$ cat src/rtl/reorder_buffer_pkg.sv
// Shared definitions for the reorder buffer.
//   Sizes: entry index width, depth, result width, register/predicate address widths.
//   Instruction type encodings and helpers that turn a type into a register-file or predicate write.
package reorder_buffer_pkg;

    localparam int ROB_ID_SIZE    = 4;
    localparam int ROB_DEPTH      = 16;
    localparam int DATA_WIDTH     = 32;
    localparam int REG_ADDR_SIZE  = 5;
    localparam int PRED_ADDR_SIZE = 3;
    localparam int INS_TYPE_SIZE  = 2;
    localparam int INS_STATE_SIZE = 1;

    // bit 1: writes a destination, bit 0: predicate (1) or GPR (0) destination
    typedef enum logic [INS_TYPE_SIZE-1:0] {
        INS_TYPE_NONE = 2'b00,
        INS_TYPE_REG  = 2'b10,
        INS_TYPE_PRED = 2'b11
    } ins_type_e;

    localparam logic [INS_STATE_SIZE-1:0] INS_STATE_DONE = 1'b1;

    function automatic logic writes_reg(input logic [INS_TYPE_SIZE-1:0] ins_type);
        return ins_type == INS_TYPE_REG;
    endfunction

    function automatic logic writes_pred(input logic [INS_TYPE_SIZE-1:0] ins_type);
        return ins_type == INS_TYPE_PRED;
    endfunction

endpackage

$ cat src/rtl/reorder_buffer_entry_array.sv
// Entry storage for the reorder buffer.
//   clk, reset          : clock, synchronous active-high reset (clears all valid bits)
//   alloc_*             : allocate write port, writes a whole entry at alloc_idx
//   cmpl_*              : completion write port, marks an already-valid entry done and stores its result
//   retire_en/idx       : clears the valid bit of the retiring entry
//   head_idx, head_*    : combinational read of the entry at head_idx
module reorder_buffer_entry_array
    import reorder_buffer_pkg::*;
#(
    parameter int DEPTH   = ROB_DEPTH,
    parameter int ID_W    = ROB_ID_SIZE,
    parameter int DATA_W  = DATA_WIDTH,
    parameter int ADDR_W  = REG_ADDR_SIZE
) (
    input  logic                     clk,
    input  logic                     reset,
    input  logic                     alloc_en,
    input  logic [ID_W-1:0]          alloc_idx,
    input  logic [INS_TYPE_SIZE-1:0] alloc_type,
    input  logic [ADDR_W-1:0]        alloc_dest,
    input  logic                     alloc_done,
    input  logic                     cmpl_en,
    input  logic [ID_W-1:0]          cmpl_idx,
    input  logic [DATA_W-1:0]        cmpl_data,
    input  logic                     retire_en,
    input  logic [ID_W-1:0]          retire_idx,
    input  logic [ID_W-1:0]          head_idx,
    output logic                     head_valid,
    output logic                     head_done,
    output logic [INS_TYPE_SIZE-1:0] head_type,
    output logic [ADDR_W-1:0]        head_dest,
    output logic [DATA_W-1:0]        head_data
);

    logic [DEPTH-1:0]         valid_q;
    logic [DEPTH-1:0]         done_q;
    logic [INS_TYPE_SIZE-1:0] type_q [DEPTH];
    logic [ADDR_W-1:0]        dest_q [DEPTH];
    logic [DATA_W-1:0]        data_q [DEPTH];

    // Completion is gated by the registered valid bit, so a completion aimed at
    // the slot being allocated this cycle is dropped. Allocation and retire never
    // target the same slot: tail==head only when empty (no retire) or full (no allocate).
    always_ff @(posedge clk) begin
        if (reset) begin
            valid_q <= '0;
            done_q  <= '0;
        end else begin
            if (retire_en) begin
                valid_q[retire_idx] <= 1'b0;
            end
            if (alloc_en) begin
                valid_q[alloc_idx] <= 1'b1;
                done_q[alloc_idx]  <= alloc_done;
                type_q[alloc_idx]  <= alloc_type;
                dest_q[alloc_idx]  <= alloc_dest;
                data_q[alloc_idx]  <= '0;
            end
            if (cmpl_en && valid_q[cmpl_idx]) begin
                done_q[cmpl_idx] <= 1'b1;
                data_q[cmpl_idx] <= cmpl_data;
            end
        end
    end

    assign head_valid = valid_q[head_idx];
    assign head_done  = done_q[head_idx];
    assign head_type  = type_q[head_idx];
    assign head_dest  = dest_q[head_idx];
    assign head_data  = data_q[head_idx];

endmodule

$ cat src/rtl/reorder_buffer.sv
// In-order retirement buffer. Allocates one entry per request from decode,
// marks entries done on completion from execute, and retires at most one
// entry per cycle in program order through registered GPR/predicate write ports.
// ROB_DEPTH must equal 2**ROB_ID_SIZE so the pointers wrap naturally.
//   clk, reset                         : clock, synchronous active-high reset
//   add_rob_entry, entry_*             : allocation request and entry contents
//   entry_id, rob_full, rob_empty      : next id to allocate and occupancy flags (register-decoded)
//   complete_en/id/data                : completion from execute
//   wr_reg_*, wr_pred_*                : registered retirement writes
module reorder_buffer
    import reorder_buffer_pkg::*;
#(
    parameter int ROB_DEPTH_P      = ROB_DEPTH,
    parameter int ROB_ID_SIZE_P    = ROB_ID_SIZE,
    parameter int DATA_WIDTH_P     = DATA_WIDTH,
    parameter int REG_ADDR_SIZE_P  = REG_ADDR_SIZE,
    parameter int PRED_ADDR_SIZE_P = PRED_ADDR_SIZE
) (
    input  logic                        clk,
    input  logic                        reset,
    input  logic                        add_rob_entry,
    input  logic [INS_TYPE_SIZE-1:0]    entry_ins_type,
    input  logic [REG_ADDR_SIZE_P-1:0]  entry_dest_addr,
    input  logic [INS_STATE_SIZE-1:0]   entry_ins_state,
    output logic [ROB_ID_SIZE_P-1:0]    entry_id,
    output logic                        rob_full,
    output logic                        rob_empty,
    input  logic                        complete_en,
    input  logic [ROB_ID_SIZE_P-1:0]    complete_id,
    input  logic [DATA_WIDTH_P-1:0]     complete_data,
    output logic                        wr_reg_en,
    output logic [REG_ADDR_SIZE_P-1:0]  wr_reg_addr,
    output logic [DATA_WIDTH_P-1:0]     wr_reg_data,
    output logic                        wr_pred_en,
    output logic [PRED_ADDR_SIZE_P-1:0] wr_pred_addr,
    output logic                        wr_pred_data
);

    localparam int CNT_W = ROB_ID_SIZE_P + 1;

    logic [ROB_ID_SIZE_P-1:0]   head_q;
    logic [ROB_ID_SIZE_P-1:0]   tail_q;
    logic [CNT_W-1:0]           count_q;

    logic                       alloc_en;
    logic                       retire_en;
    logic                       head_valid;
    logic                       head_done;
    logic [INS_TYPE_SIZE-1:0]   head_type;
    logic [REG_ADDR_SIZE_P-1:0] head_dest;
    logic [DATA_WIDTH_P-1:0]    head_data;

    assign entry_id  = tail_q;
    assign rob_full  = (count_q == CNT_W'(ROB_DEPTH_P));
    assign rob_empty = (count_q == '0);

    // rob_full comes from the registered count, so a slot freed by this cycle's
    // retire is not offered to decode until the next cycle.
    assign alloc_en  = add_rob_entry & ~rob_full;
    assign retire_en = head_valid & head_done;

    reorder_buffer_entry_array #(
        .DEPTH  (ROB_DEPTH_P),
        .ID_W   (ROB_ID_SIZE_P),
        .DATA_W (DATA_WIDTH_P),
        .ADDR_W (REG_ADDR_SIZE_P)
    ) u_entry_array (
        .clk        (clk),
        .reset      (reset),
        .alloc_en   (alloc_en),
        .alloc_idx  (tail_q),
        .alloc_type (entry_ins_type),
        .alloc_dest (entry_dest_addr),
        .alloc_done (entry_ins_state == INS_STATE_DONE),
        .cmpl_en    (complete_en),
        .cmpl_idx   (complete_id),
        .cmpl_data  (complete_data),
        .retire_en  (retire_en),
        .retire_idx (head_q),
        .head_idx   (head_q),
        .head_valid (head_valid),
        .head_done  (head_done),
        .head_type  (head_type),
        .head_dest  (head_dest),
        .head_data  (head_data)
    );

    always_ff @(posedge clk) begin
        if (reset) begin
            head_q       <= '0;
            tail_q       <= '0;
            count_q      <= '0;
            wr_reg_en    <= 1'b0;
            wr_reg_addr  <= '0;
            wr_reg_data  <= '0;
            wr_pred_en   <= 1'b0;
            wr_pred_addr <= '0;
            wr_pred_data <= 1'b0;
        end else begin
            if (alloc_en) begin
                tail_q <= tail_q + ROB_ID_SIZE_P'(1);
            end
            if (retire_en) begin
                head_q <= head_q + ROB_ID_SIZE_P'(1);
            end
            case ({alloc_en, retire_en})
                2'b10:   count_q <= count_q + CNT_W'(1);
                2'b01:   count_q <= count_q - CNT_W'(1);
                default: count_q <= count_q;
            endcase

            wr_reg_en  <= retire_en & writes_reg(head_type);
            wr_pred_en <= retire_en & writes_pred(head_type);
            if (retire_en) begin
                wr_reg_addr  <= head_dest;
                wr_reg_data  <= head_data;
                wr_pred_addr <= head_dest[PRED_ADDR_SIZE_P-1:0];
                wr_pred_data <= head_data[0];
            end
        end
    end

endmodule
$ cat config.mk
export PLATFORM = sky130hd
export DESIGN_NAME = reorder_buffer
export DESIGN_NICKNAME = d
export VERILOG_FILES = /design/src/rtl/reorder_buffer_pkg.sv /design/src/rtl/reorder_buffer_entry_array.sv /design/src/rtl/reorder_buffer.sv
export SDC_FILE = /design/constraint.sdc
export NUM_CORES = 1
export LEC_CHECK = 0
export BUFFER_PORTS_ARGS = -buffer_cell sky130_fd_sc_hd__buf_2
export CAP_MARGIN = 20
export CORE_MARGIN = 1.5
export CORE_UTILIZATION = 25
export DETAILED_ROUTE_END_ITERATION = 10
export PLACE_DENSITY = 0.46
export SLEW_MARGIN = 0
export SYNTH_ARGS = -nofsm -noshare
export SYNTH_HDL_FRONTEND = slang
export SYNTH_HIERARCHICAL = 1
export SYNTH_SLANG_ARGS = --single-unit
$ cat constraint.sdc
create_clock -name clk -period 6.3 [get_ports clk]
set_input_delay 0.315 -clock clk [delete_from_list [all_inputs] [get_ports clk]]
set_output_delay 0.315 -clock clk [all_outputs]
set_load 0.005 [all_outputs]
### Word-level counts from Yosys, hierarchy flattened

Memories as Yosys holds them, arrays and structs flattened. A register that Yosys moved wholly into a read port is not among the register bits.
Cells that the tools add are included.

* flip-flop bits (word level): 88
* bits in latches: 0
* RAM bits: 624
* bits in read-only memories: 0
* input bits: 48
* output and inout port bits: 49
* logic and storage cells: 76
* memories: 3

Memory list
* u_entry_array.data_q: words 16, width 32, read ports 1, clocked after memory_dff 1, wr ports 2, RTL line reorder_buffer_entry_array.sv:39 `logic [DATA_W-1:0] data_q [DEPTH];`
* u_entry_array.dest_q: words 16, width 5, read ports 1, clocked after memory_dff 1, wr ports 1, RTL line reorder_buffer_entry_array.sv:38 `logic [ADDR_W-1:0] dest_q [DEPTH];`
* u_entry_array.type_q: words 16, width 2, read ports 1, clocked after memory_dff 1, wr ports 1, RTL line reorder_buffer_entry_array.sv:37 `logic [INS_TYPE_SIZE-1:0] type_q [DEPTH];`

* $add $sub $neg: 4
* multipliers: 0
* divide/modulo/power cells: 0
* magnitude comparators: 6
* eq/ne operators: 5
* shift-type cells: 0
* muxes and demuxes: 32
* bitwise operators: 9
* reductions and logical operators: 6

Operators with widths (number)
* $mux 16: 6
* $or 16x16->16: 2
* $mux 4: 6
* $and 16x16->16: 1
* $bwmux 16: 1
* $not 16->16: 1
* $lt 4x5->1 const B: 3
* $bmux 1 s4: 3
* $demux 1 s4: 3
* $ge 4x1->1 const B: 3
* $mux 1: 12
* $pmux 5 s2: 1
* $add 4x1->4 const B: 2
* $eq 2x2->1 const B: 3
* $add 5x1->5 const B: 1
* $eq 5x5->1 const B: 1
* $logic_not 5->1: 1
* $sub 5x1->5 const B: 1
* $and 1x1->1: 4
* $logic_and 1x1->1: 4
* $eq 2x1->1 const B: 1
* $reduce_bool 2->1: 1
* $not 1->1: 1

### Longest topological paths before layout

Gate-level depths: netlist (run 1).

* depth in word-level cells: 10
* depth in mapped cells: 15
* gate-level depth less buffers: 12

### Cells and area by module

The synthesis (run 1) kept the hierarchy.

By module, submodules not included
* reorder_buffer_entry_array: instances 1, cells an instance 1912, area each 28249.6 µm², seq. area each 19378.6 µm²
* reorder_buffer: instances 1, cells an instance 250, area each 2042.0 µm², seq. area each 1041.0 µm²

### Worst setup path before layout (run 1)

Ideal clock, no wire load.

* path type: flip-flop to flip-flop
* start point: register head_q[0]
* end point: register count_q[4]
* library setup time: 0.121 ns
* arrival time: 3.585 ns
* required time: 6.179 ns
* setup slack: 2.594 ns
* cell stages (with the launch flop): 15
* path buffers: 3
* period minus slack after synthesis: 3.706 ns
* cells stage by stage: dfxtp_1 > clkbuf_1 > buf_2 > mux4_2 > a22oi_1 > nand2_1 > nand2_1 > clkinv_1 > clkbuf_1 > ha_1 > ha_1 > nand2b_1 > a21oi_1 > mux2i_1 > mux2_2

* cells in the longest elaborated chain, start to end: 5
* elaborated cells between the ends (all ways): 9
* classes of those cells: eq/ne: 2; mux: 5; bitwise: 1; reduce/logical: 1

RTL lines
* from (decl): RTL line reorder_buffer.sv:41 `logic [ROB_ID_SIZE_P-1:0] head_q;`
* from (signal assigned): RTL line reorder_buffer.sv:104 `head_q <= head_q + ROB_ID_SIZE_P'(1);`
* $bmux 1 s4 (*): RTL line reorder_buffer_entry_array.sv:66 `assign head_valid = valid_q[head_idx];`
* $mux 1 (not written as such) (*): RTL line reorder_buffer_entry_array.sv:66
* named net head_valid: RTL line reorder_buffer.sv:47 `logic head_valid;`
* $and 1x1->1 (*): RTL line reorder_buffer.sv:60 `assign retire_en = head_valid & head_done;`
* named net retire_en: RTL line reorder_buffer.sv:46 `logic retire_en;`
* $eq 2x1->1 or $eq 2x2->1 (tied branches): RTL line reorder_buffer.sv:106 `case ({alloc_en, retire_en})`
* $pmux 5 s2 or $reduce_bool 2->1 (tied branches)
* to (signal assigned): RTL line reorder_buffer.sv:107 `2'b10: count_q <= count_q + CNT_W'(1);`
* to (signal assigned): RTL line reorder_buffer.sv:108 `2'b01: count_q <= count_q - CNT_W'(1);`
* to (signal assigned): RTL line reorder_buffer.sv:109 `default: count_q <= count_q;`
* to (decl): RTL line reorder_buffer.sv:43 `logic [CNT_W-1:0] count_q;`

The timed path passes the listed nets; every way through them passes the cells marked *. The select of a mux whose other input is x is not followed.
A chain may end at the register's enable or synchronous reset.

### Worst setup path after layout (run 1)

* start point: register head_q[2]
* end point: register count_q[4]

* cells in the longest elaborated chain, start to end: 5
* elaborated cells between the ends (all ways): 9
* classes of those cells: eq/ne: 2; mux: 5; bitwise: 1; reduce/logical: 1

RTL lines
* $bmux 1 s4 (*): RTL line reorder_buffer_entry_array.sv:67 `assign head_done = done_q[head_idx];`
* $mux 1 (not written as such) (*): RTL line reorder_buffer_entry_array.sv:67
* named net head_done: RTL line reorder_buffer.sv:48 `logic head_done;`
* $and 1x1->1 (*): RTL line reorder_buffer.sv:60
* $eq 2x1->1 or $eq 2x2->1 (tied branches): RTL line reorder_buffer.sv:106
* $pmux 5 s2 or $reduce_bool 2->1 (tied branches)

Marked as above.

==> flow_metrics.tcl, run 1 <==
set metrics [dict create \
    die_area_um2 123000 \
    hold_depth 1 \
    grt_usage_pct 15.5 \
    utilization_pct 29.0 \
    gr-total-overflow 0 \
    syn_inst 2162 \
    fin_nets 2276 \
    slew_headroom_pct 25.1 \
    synth_area_um2 30300 \
    crit_fanout 17 \
    fin_area_um2 34800 \
    synth.avg_cell_area_um2 14.0 \
    grt_pass1_wl_um 138000 \
    cellLeakagePower_nw 10.1 \
    hold_slack_ns 0.0867 \
    cts.path.max_buffers 3 \
    yosys-top-cells-count "624 x edfxtp_1, 514 x nor2_1, 299 x nand2_1" \
    hold_class "in -> reg" \
    yosysMostFrequentCell "edfxtp_1" \
    syn_nets 2217 \
    worstSetupPathType "reg -> reg" \
    setup_viol_count_final 0 \
    seqPwrFrac_pct 52.8 \
    post_cts_buffers 0 \
    chipWidth_um 351 \
    htree_levels 3 \
    reg2reg_depth 12 \
    tns_ns 0 \
    clk_pin_slew_ns 0.06 \
    netlist_top_cells_area "edfxtp_1 62%, mux4_2 12%, nor2_1 6.4%" \
    drc 0 \
    port_buffers 96 \
    routed_wl_um 95900 \
    dr.pass1.iters 5 \
    detail_route.wl_per_cell_um 24.6 \
    post-route-period-util_pct 61.4 \
    clock.fmax_ghz 0.258 \
    yosysSeqAreaShare_pct 67.4 \
    synth_top_area_cell "edfxtp_1" \
    cts_hold_repair.buffers 0 \
    switching_share_pct 21.8 \
    cts_tree "yes" \
    ys_ff_latch 708 \
    postPlaceCellArea_um2 32600 \
    core_area_um2 120000 \
    ant_nets 0 \
    dieHeight_um 351 \
    p_per_area_nw_per_um2 279 \
    crit_chain "nor2b_4 -> a22oi_1 -> nand2_1 -> nand2_2 -> inv_2 -> ha_1 -> inv_1 -> fa_1 -> nand2b_1 -> a21oi_1 -> mux2i_1 -> mux2_2" \
    async_flop_share_pct 0 \
    drt_iter0_drc 1938 \
    cp.required_ns 6.80 \
    ys_types 45 \
    clkLatencyLatePin_ns 0.63 \
    clockRootBuffer "clkbuf_16" \
    layoutNonFillerInstCount 3893 \
    initial_core_util_pct 25.2 \
    rows 127 \
    vdd_drop_max_mv 0.144 \
    place_hpwl_um 53500 \
    ios 97 \
    drt-vias-per-instance 4.85 \
    antenna_found_initial 15 \
    drive_above_1_share_pct 21.3 \
    fillCellCount 12100 \
    synthToLayoutAreaGrowth_pct 15.0 \
    synth_warnings 6 \
    fin_ws_ns 2.43 \
    cts_inserted_buffers 75 \
    status "finished clean" \
    dpl.cell_count 3756 \
    hold_viol_final 0 \
    synth_top_area_share_pct 61.9 \
    synth_edf_count 624 \
    grt_max_degree 111 \
    cp.buffers_inverters 2 \
    critPathMaxStageDelay_ns 0.92 \
    cts-resized-gates 0 \
    power_frac_comb_pct 4.0 \
    tightest_slew_ns 1.12 \
    gp_congestion 0.753 \
    place_ws_ns 2.54 \
    crit_family "simple AND/OR/NAND/NOR gates" \
    slowest_stage "nor2b_4" \
    path_depth 12 \
    drv_cap 0 \
    fin_worst_skew_ns 0.0272 \
    fin_total_pwr_mw 9.71 \
    drv_slew 0 \
    cts.sinks 708 \
    start_kind "flip-flop" \
    cp-end-kind "flip-flop" \
    cp.arrival_ns 4.37 \
    grt_pass1_vias 19600 \
    clockPowerShare_pct 43.2 \
    p_switching_mw 2.11 \
    ys.flop_type "edfxtp_1" \
    rsz0062_at_grt "no" \
    min_period_ns 3.87 \
    p_int_mw 7.60 \
    vias 18900 \
]
## final cells by class
type	count	area, um2	area share, %
sequential	708	20400	58.6
multi-input combinational	1290	9270	26.6
antenna	1	2.50	0.00718
clock inverter	23	173	0.496
tap	1612	2020	5.79
timing repair buffer	140	842	2.42
clock buffer	113	2090	6.00
inverter	6	22.5	0.0646
## sequential cells by signal (all words and copies together), names as in the netlist
register / cells
u_entry_array/data_q: 512
u_entry_array/dest_q: 80
u_entry_array/type_q: 32
wr_reg_data: 32
u_entry_array/done_q: 16
u_entry_array/valid_q: 16
count_q: 5
wr_reg_addr: 5
entry_id: 4
head_q: 4
wr_pred_en: 1
wr_reg_en: 1
## power groups by stage
stage                     combinational [mW]  sequential (mW)  clock (mW)
final                                  0.391             5.12        4.19
after global routing                   0.423             5.13        4.47
after CTS                              0.397             5.12        4.30
after detailed placement               0.395             5.22           0
after global placement                 0.391             5.22           0
after floorplan                        0.228             5.21           0
## cells in the final DEF (no fill, tap or decap), drive strengths merged, types with 2 or more instances in the layout
cell	netlist	routed
nand2b	4	4
clkinv	1	16
ha	6	6
dfxtp	84	84
mux4	168	168
clkinvlp	0	2
bufinv	0	2
a21oi	58	58
o21ai	16	16
clkbuf	74	113
mux2i	18	18
and2	3	3
edfxtp	624	624
nor2b	7	7
and3b	2	2
buf	84	140
o22ai	32	32
nand2	299	299
nand3b	4	4
or2	3	3
a22oi	82	82
nor2	553	553
inv	5	9
xor2	6	6
and3	2	2
xnor2	2	2
o211ai	2	2
nand3	10	10
## cell families after synthesis
| logic type | count (synthesis) | share of synthesized area, % |
|---|---|---|
| AOI/OAI and AO/OA | 192 | 4.04 |
| xor gates and xnor gates | 8 | 0.231 |
| adders and majority gates | 7 | 0.314 |
| buffers and inverters | 164 | 2.94 |
| DFF | 708 | 67.4 |
| muxes | 187 | 13.1 |
| and+or+nand+nor | 896 | 11.9 |
## routing by layer
layer  vias up  GRT usage, %  share of wire (%)
li1       8088             -                  -
met1      9885          20.4                 42
met2       722          25.7                 48
met3       167          3.29                7.4
met4        10          4.49                2.6
met5         -             0              0.059
## path summary, 6_finish.rpt
path,start,end,slack [ns]
setup / recovery,head_q[2],count_q[4],2.43
hold reg to reg,wr_reg_addr[4],wr_reg_addr[4],0.45
hold / removal,entry_ins_type[1],u_entry_array/type_q[15][1],0.09
setup reg to reg,head_q[2],count_q[4],2.43
Power figures use the tool's default switching activity.
==> run 2: changes to the inputs <==
Settings changed: ABC_AREA from default to 1.
Clock period 6.3 ns to 4.1 ns, I/O delays scaled along.
==> flow_metrics.tcl, run 2 <==
set metrics [dict create \
    drt-vias-per-instance 4.75 \
    post-route-period-util_pct 76.1 \
    dr.pass1.iters 5 \
    slowest_stage "dfxtp_4" \
    min_period_ns 3.12 \
    synth_adder_area_share_pct 0.301 \
    fillCellCount 12900 \
    chipWidth_um 358 \
    cp.required_ns 4.63 \
    syn_inst 2982 \
    tns_ns 0 \
    drt_iter0_drc 1705 \
    synth_mux_area_share_pct 0 \
    yosysMostFrequentCell "nor2_1" \
    clockRootBuffer "clkbuf_16" \
    gp_congestion 0.777 \
    vdd_drop_max_mv 0.258 \
    rsz0062_at_grt "no" \
    cp-startpoint "head_q[0]" \
    ios 97 \
    path_common_cell "nand2_1" \
    grt_pass1_wl_um 156000 \
    fin_total_pwr_mw 16.9 \
    drv_slew 0 \
    detail_route.wl_per_cell_um 22.9 \
    syn_nets 3037 \
    port_buffers 96 \
    rows 130 \
    cts-resized-gates 0 \
    ys.flop_type "edfxtp_1" \
    synth_top_area_cell "edfxtp_1" \
    netlist_top_cells_area "edfxtp_1 59%, nor2_1 10%, o21ai_0 5.8%" \
    hold_viol_final 0 \
    cp.buffers_inverters 5 \
    p_per_area_nw_per_um2 466 \
    synth_area_um2 31600 \
    synthSimpleGateAreaFrac_pct 17.4 \
    cp.arrival_ns 3.65 \
    dieHeight_um 358 \
    grt_usage_pct 16.6 \
    final_cell_mix "844 x nor2_1, 624 x edfxtp_1, 364 x o21ai_0, 174 x nor2_2, 161 x nand2_1" \
    cts.path.max_buffers 3 \
    yosys-top-cells-count "845 x nor2_1, 624 x edfxtp_1, 364 x o21ai_0" \
    slew_headroom_pct 35.1 \
    reg2reg_slack_ns 0.98 \
    gr-total-overflow 0 \
    status "finished clean" \
    reg2reg_depth 20 \
    crit_fanout 78 \
    clkLatencyLatePin_ns 0.63 \
    cts_tree "yes" \
    largest_register_ffs 512 \
    antenna_found_initial 3 \
    drive_above_1_share_pct 17.2 \
    cp-end-kind "flip-flop" \
    setup_viol_count_final 0 \
    clk_pin_slew_ns 0.06 \
    regMostFlops "u_entry_array/data_q" \
    place_ws_ns 1.02 \
    synth.avg_cell_area_um2 10.6 \
    htree_levels 3 \
    synth_top_family_by_area "simple AND/OR/NAND/NOR gates" \
    reg_top3 "u_entry_array/data_q x512, u_entry_array/dest_q x80" \
    synth-compound-area-share_pct 12.1 \
    fin_nets 3063 \
    tightest_slew_ns 0.974 \
    cts.sinks 708 \
    path_depth 20 \
    final_common_cell "nor2_1" \
    ant_nets 0 \
    place_hpwl_um 58800 \
    timing.rr.start "head_q[0]" \
    crit_family "buffers and inverters" \
    yosysSeqAreaShare_pct 64.7 \
    core_area_um2 125000 \
    synth_xor_area_share_pct 0.0555 \
    ys_ff_latch 708 \
    drv_cap 0 \
    routed_wl_um 108000 \
    worstSetupPathType "reg -> reg" \
    async_flop_share_pct 0 \
    cts_hold_repair.buffers 8 \
    synth_top_area_share_pct 59.4 \
    clock.fmax_ghz 0.320 \
    start_kind "flip-flop" \
    synth_warnings 6 \
    die_area_um2 128000 \
    hold_class "in -> reg" \
    ys_types 38 \
    post_cts_buffers 0 \
    cellLeakagePower_nw 12.4 \
    cts_inserted_buffers 81 \
    cp-endpoint "count_q[4]" \
    drc 0 \
    reg2reg_to "count_q[4]" \
    fin_ws_ns 0.978 \
    critPathMaxStageDelay_ns 0.46 \
    synth_edf_count 624 \
    grt_max_degree 157 \
    crit_chain "inv_8 -> nor2_1 -> nor2_1 -> o21ai_0 -> o211ai_1 -> o211ai_1 -> nand2_1 -> nand2_2 -> inv_2 -> ha_1 -> inv_1 -> fa_1 -> inv_1 -> nand2_1 -> nand2_1 -> nand2_1 -> nand2_1 -> nand3_1 -> nand2_1 -> inv_1" \
    grt_pass1_vias 21500 \
    vias 22500 \
    synthToLayoutAreaGrowth_pct 15.0 \
    initial_core_util_pct 25.2 \
    fin_worst_skew_ns 0.0233 \
]
run 2: changes by cell type after synthesis, moves of 15 or more:
cell      previous run  this run
mux4_2             168         0
nand2_1            299       177
nor2_1             514       845
nor2_2              39       173
o221ai_1             0        82
buf_2               45        60
mux2i_1             18         0
clkbuf_1            74       121
a21oi_1             58        24
nand3_1             10        60
a22oi_1             82         0
inv_1                5       108
o21ai_0             16       364
o211ai_1             2        98
run 2: final cells by class:
cell class              instances  area (um2)  share of cell area (%)
repair buffers                183        1330                    3.66
diodes                          1        2.50                 0.00689
clock buffers                 108        2190                    6.03
well taps                    1650        2060                    5.68
inverters                     116         448                    1.23
flip-flops and latches        708       20400                    56.3
multi-input cells            1918        9490                    26.1
clock inverters                40         372                    1.02
run 2: worst min-delay path by stage:
stage	startpoint	endpoint	slack [ns]	depth (start not counted)
floorplan	reset	entry_id[2]	0.27	1
global placement	wr_reg_data[5]	wr_reg_data[5]	0.47	2
detailed placement	wr_reg_data[16]	wr_reg_data[16]	0.47	2
CTS	entry_ins_state	u_entry_array/done_q[9]	0.01	3
global route	entry_ins_state	u_entry_array/done_q[7]	0.06	3
finish	entry_ins_state	u_entry_array/done_q[9]	0.04	3
run 2: metrics by stage:
step           hold slack (ns)  util (%)  cells  cell area [um2]
2_1_floorplan            0.267         -   2982            31600
3_3_place_gp             0.472      26.9   4567            33700
3_5_place_dp             0.474      26.9   4567            33700
4_1_cts                 0.0101      29.0   4723            36300
5_1_grt                 0.0554      29.0   4724            36300
6_report                0.0394      29.0   4724            36300
run 2: cells by family (layout without fill, tap and decap cells):
| logic type | count (synthesis) | count (layout) |
|---|---|---|
| buffers and inverters | 356 | 447 |
| DFF | 708 | 708 |
| adders and majority gates | 7 | 7 |
| other | 0 | 1 |
| AOI/OAI and AO/OA | 632 | 632 |
| and+or+nand+nor | 1277 | 1277 |
| xor gates and xnor gates | 2 | 2 |
run 2: worst register-to-register path, stage by stage (launching register included):
cell	delay, ns
dfxtp_4	0.46
inv_8	0.43
nor2_1	0.09
nor2_1	0.09
o21ai_0	0.10
o211ai_1	0.10
o211ai_1	0.12
nand2_1	0.10
nand2_2	0.06
inv_2	0.18
ha_1	0.30
inv_1	0.10
fa_1	0.41
inv_1	0.07
nand2_1	0.04
nand2_1	0.08
nand2_1	0.05
nand2_1	0.05
nand3_1	0.07
nand2_1	0.07
inv_1	0.04
run 2: power by group:
part	internal (mW)	switching [mW]	total, mW
Sequential	7.91	0.115	8.02
Clock	4.14	2.97	7.11
Combinational	0.498	1.31	1.81
run 2: layer usage:
layer  up-vias  share of wire (%)  GRT usage (%)
met5         -             0.0074              0
met4         2                2.4           4.54
met3       164                4.6           1.87
met2       633                 48           27.8
met1     11300                 45           22.8
li1      10400                  -              -
==> run 3: changes to the inputs <==
Clock period 4.1 ns to 3.15 ns, I/O delays scaled along.
==> flow_metrics.tcl, run 3 (synthesized netlist as in run 2, its figures left out) <==
set metrics [dict create \
    status "finished clean" \
    hold_class "in -> reg" \
    hold_slack_ns 0.152 \
    htree_levels 3 \
    fin_area_um2 36400 \
    cellLeakagePower_nw 12.4 \
    reg_top3 "u_entry_array/data_q x512, u_entry_array/dest_q x80" \
    vdd_drop_max_mv 0.419 \
    drc 0 \
    synthToLayoutAreaGrowth_pct 15.4 \
    dieHeight_um 358 \
    hold_viol_final 0 \
    ios 97 \
    cp.arrival_ns 3.04 \
    grt_pass1_wl_um 159000 \
    drt-vias-per-instance 4.78 \
    fin_total_pwr_mw 21.8 \
    gr-total-overflow 0 \
    fin_ws_ns 0.450 \
    largest_register_ffs 512 \
    chipWidth_um 358 \
    min_period_ns 2.70 \
    start_kind "flip-flop" \
    setup_viol_count_final 0 \
    postPlaceCellArea_um2 33900 \
    tns_ns 0 \
    routed_wl_um 110000 \
    reg2reg_slack_ns 0.45 \
    drt_iter0_drc 1849 \
    place_ws_ns 0.500 \
    place_hpwl_um 61900 \
    final_cell_mix "844 x nor2_1, 624 x edfxtp_1, 364 x o21ai_0, 174 x nor2_2, 161 x nand2_1" \
    gp_congestion 0.843 \
    clkLatencyLatePin_ns 0.64 \
    cp-endpoint "u_entry_array/data_q[13][9]" \
    fin_worst_skew_ns 0.0196 \
    rsz0062_at_grt "no" \
    vias 22600 \
    cts.sinks 708 \
    drive_above_1_share_pct 17.4 \
    tightest_slew_ns 0.925 \
    cp-end-kind "flip-flop" \
    grt_usage_pct 17.0 \
    regMostFlops "u_entry_array/data_q" \
    worstSetupPathType "reg -> reg" \
    cp.required_ns 3.49 \
    cp-startpoint "count_q[1]" \
    grt_max_degree 160 \
    clockRootBuffer "clkbuf_16" \
    grt_pass1_vias 22100 \
    reg2reg_depth 11 \
    detail_route.wl_per_cell_um 23.3 \
    cts_inserted_buffers 79 \
    cts.path.max_buffers 3 \
    antenna_found_initial 7 \
    p_per_area_nw_per_um2 597 \
    crit_fanout 9 \
    clk_pin_slew_ns 0.06 \
    fin_nets 3080 \
    clock.fmax_ghz 0.370 \
    slew_headroom_pct 38.4 \
    cts_tree "yes" \
    drv_cap 0 \
    ant_nets 0 \
    die_area_um2 128000 \
    final_common_cell "nor2_1" \
    post-route-period-util_pct 85.7 \
    rows 130 \
    timing.rr.start "count_q[1]" \
    initial_core_util_pct 25.2 \
    reg2reg_to "u_entry_array/data_q[13][9]" \
    drv_slew 0 \
    dr.pass1.iters 5 \
    port_buffers 96 \
    core_area_um2 125000 \
]
==> run 3: timing repair <==
item | in CTS | in global routing
hold endpoints to repair | 128 | 0
setup buffers | 0 | 0
setup endpoints to repair | 0 | 0
resized for setup | 0 | 0
hold buffers | 11 | 0
==> run 3: area by class of cell <==
| type | count | area [um2] |
|---|---|---|
| antenna | 1 | 2.50 |
| clock buffer | 108 | 2190 |
| clock inverter | 35 | 268 |
| fill | 12900 | 89000 |
| inverter | 116 | 448 |
| multi-input combinational | 1918 | 9490 |
| sequential | 708 | 20400 |
| tap | 1650 | 2060 |
| timing repair buffer | 202 | 1550 |
==> run 3: per-stage QoR <==
step,utilization [%],instances
global placement,27.0,4583
finish,29.1,4738
CTS,29.1,4737
floorplan,-,2982
detailed placement,27.0,4583
global route,29.1,4737
==> run 3: layer usage <==
| layer | vias up | share of wire (%) | track usage (%) |
|---|---|---|---|
| met3 | 146 | 6.1 | 2.99 |
| met5 | - | 0.034 | 0 |
| met1 | 11300 | 44 | 22.9 |
| li1 | 10500 | - | - |
| met4 | 6 | 2.6 | 5.17 |
| met2 | 727 | 47 | 27.9 |
==> run 3: how the worst min path moves through the flow <==
stage	from	to	depth (start not counted)
4_1_cts	complete_data[4]	u_entry_array/data_q[2][4]	3
5_1_grt	complete_data[4]	u_entry_array/data_q[3][4]	3
6_report	complete_data[4]	u_entry_array/data_q[6][4]	3
3_3_place_gp	wr_reg_data[29]	wr_reg_data[29]	2
2_1_floorplan	reset	entry_id[2]	1
3_5_place_dp	wr_reg_data[12]	wr_reg_data[12]	2
==> run 3: critical path, cell delays in order (launching register included) <==
cell and delay [ns]:
dfxtp_1 0.40, nor2_2 0.09, nand3_4 0.09, nand2_4 0.08, inv_2 0.10, nand2_1 0.14
nor2_1 0.12, inv_1 0.08, nor2_1 0.31, inv_1 0.16, nand2_2 0.49, buf_4 0.32
==> run 3: report_power, final <==
group,internal [mW],leakage [nW],total [mW],switching (mW)
clock,5.13,1.20,8.96,3.84
combinational,0.668,5.01,2.37,1.70
sequential,10.3,6.22,10.4,0.153
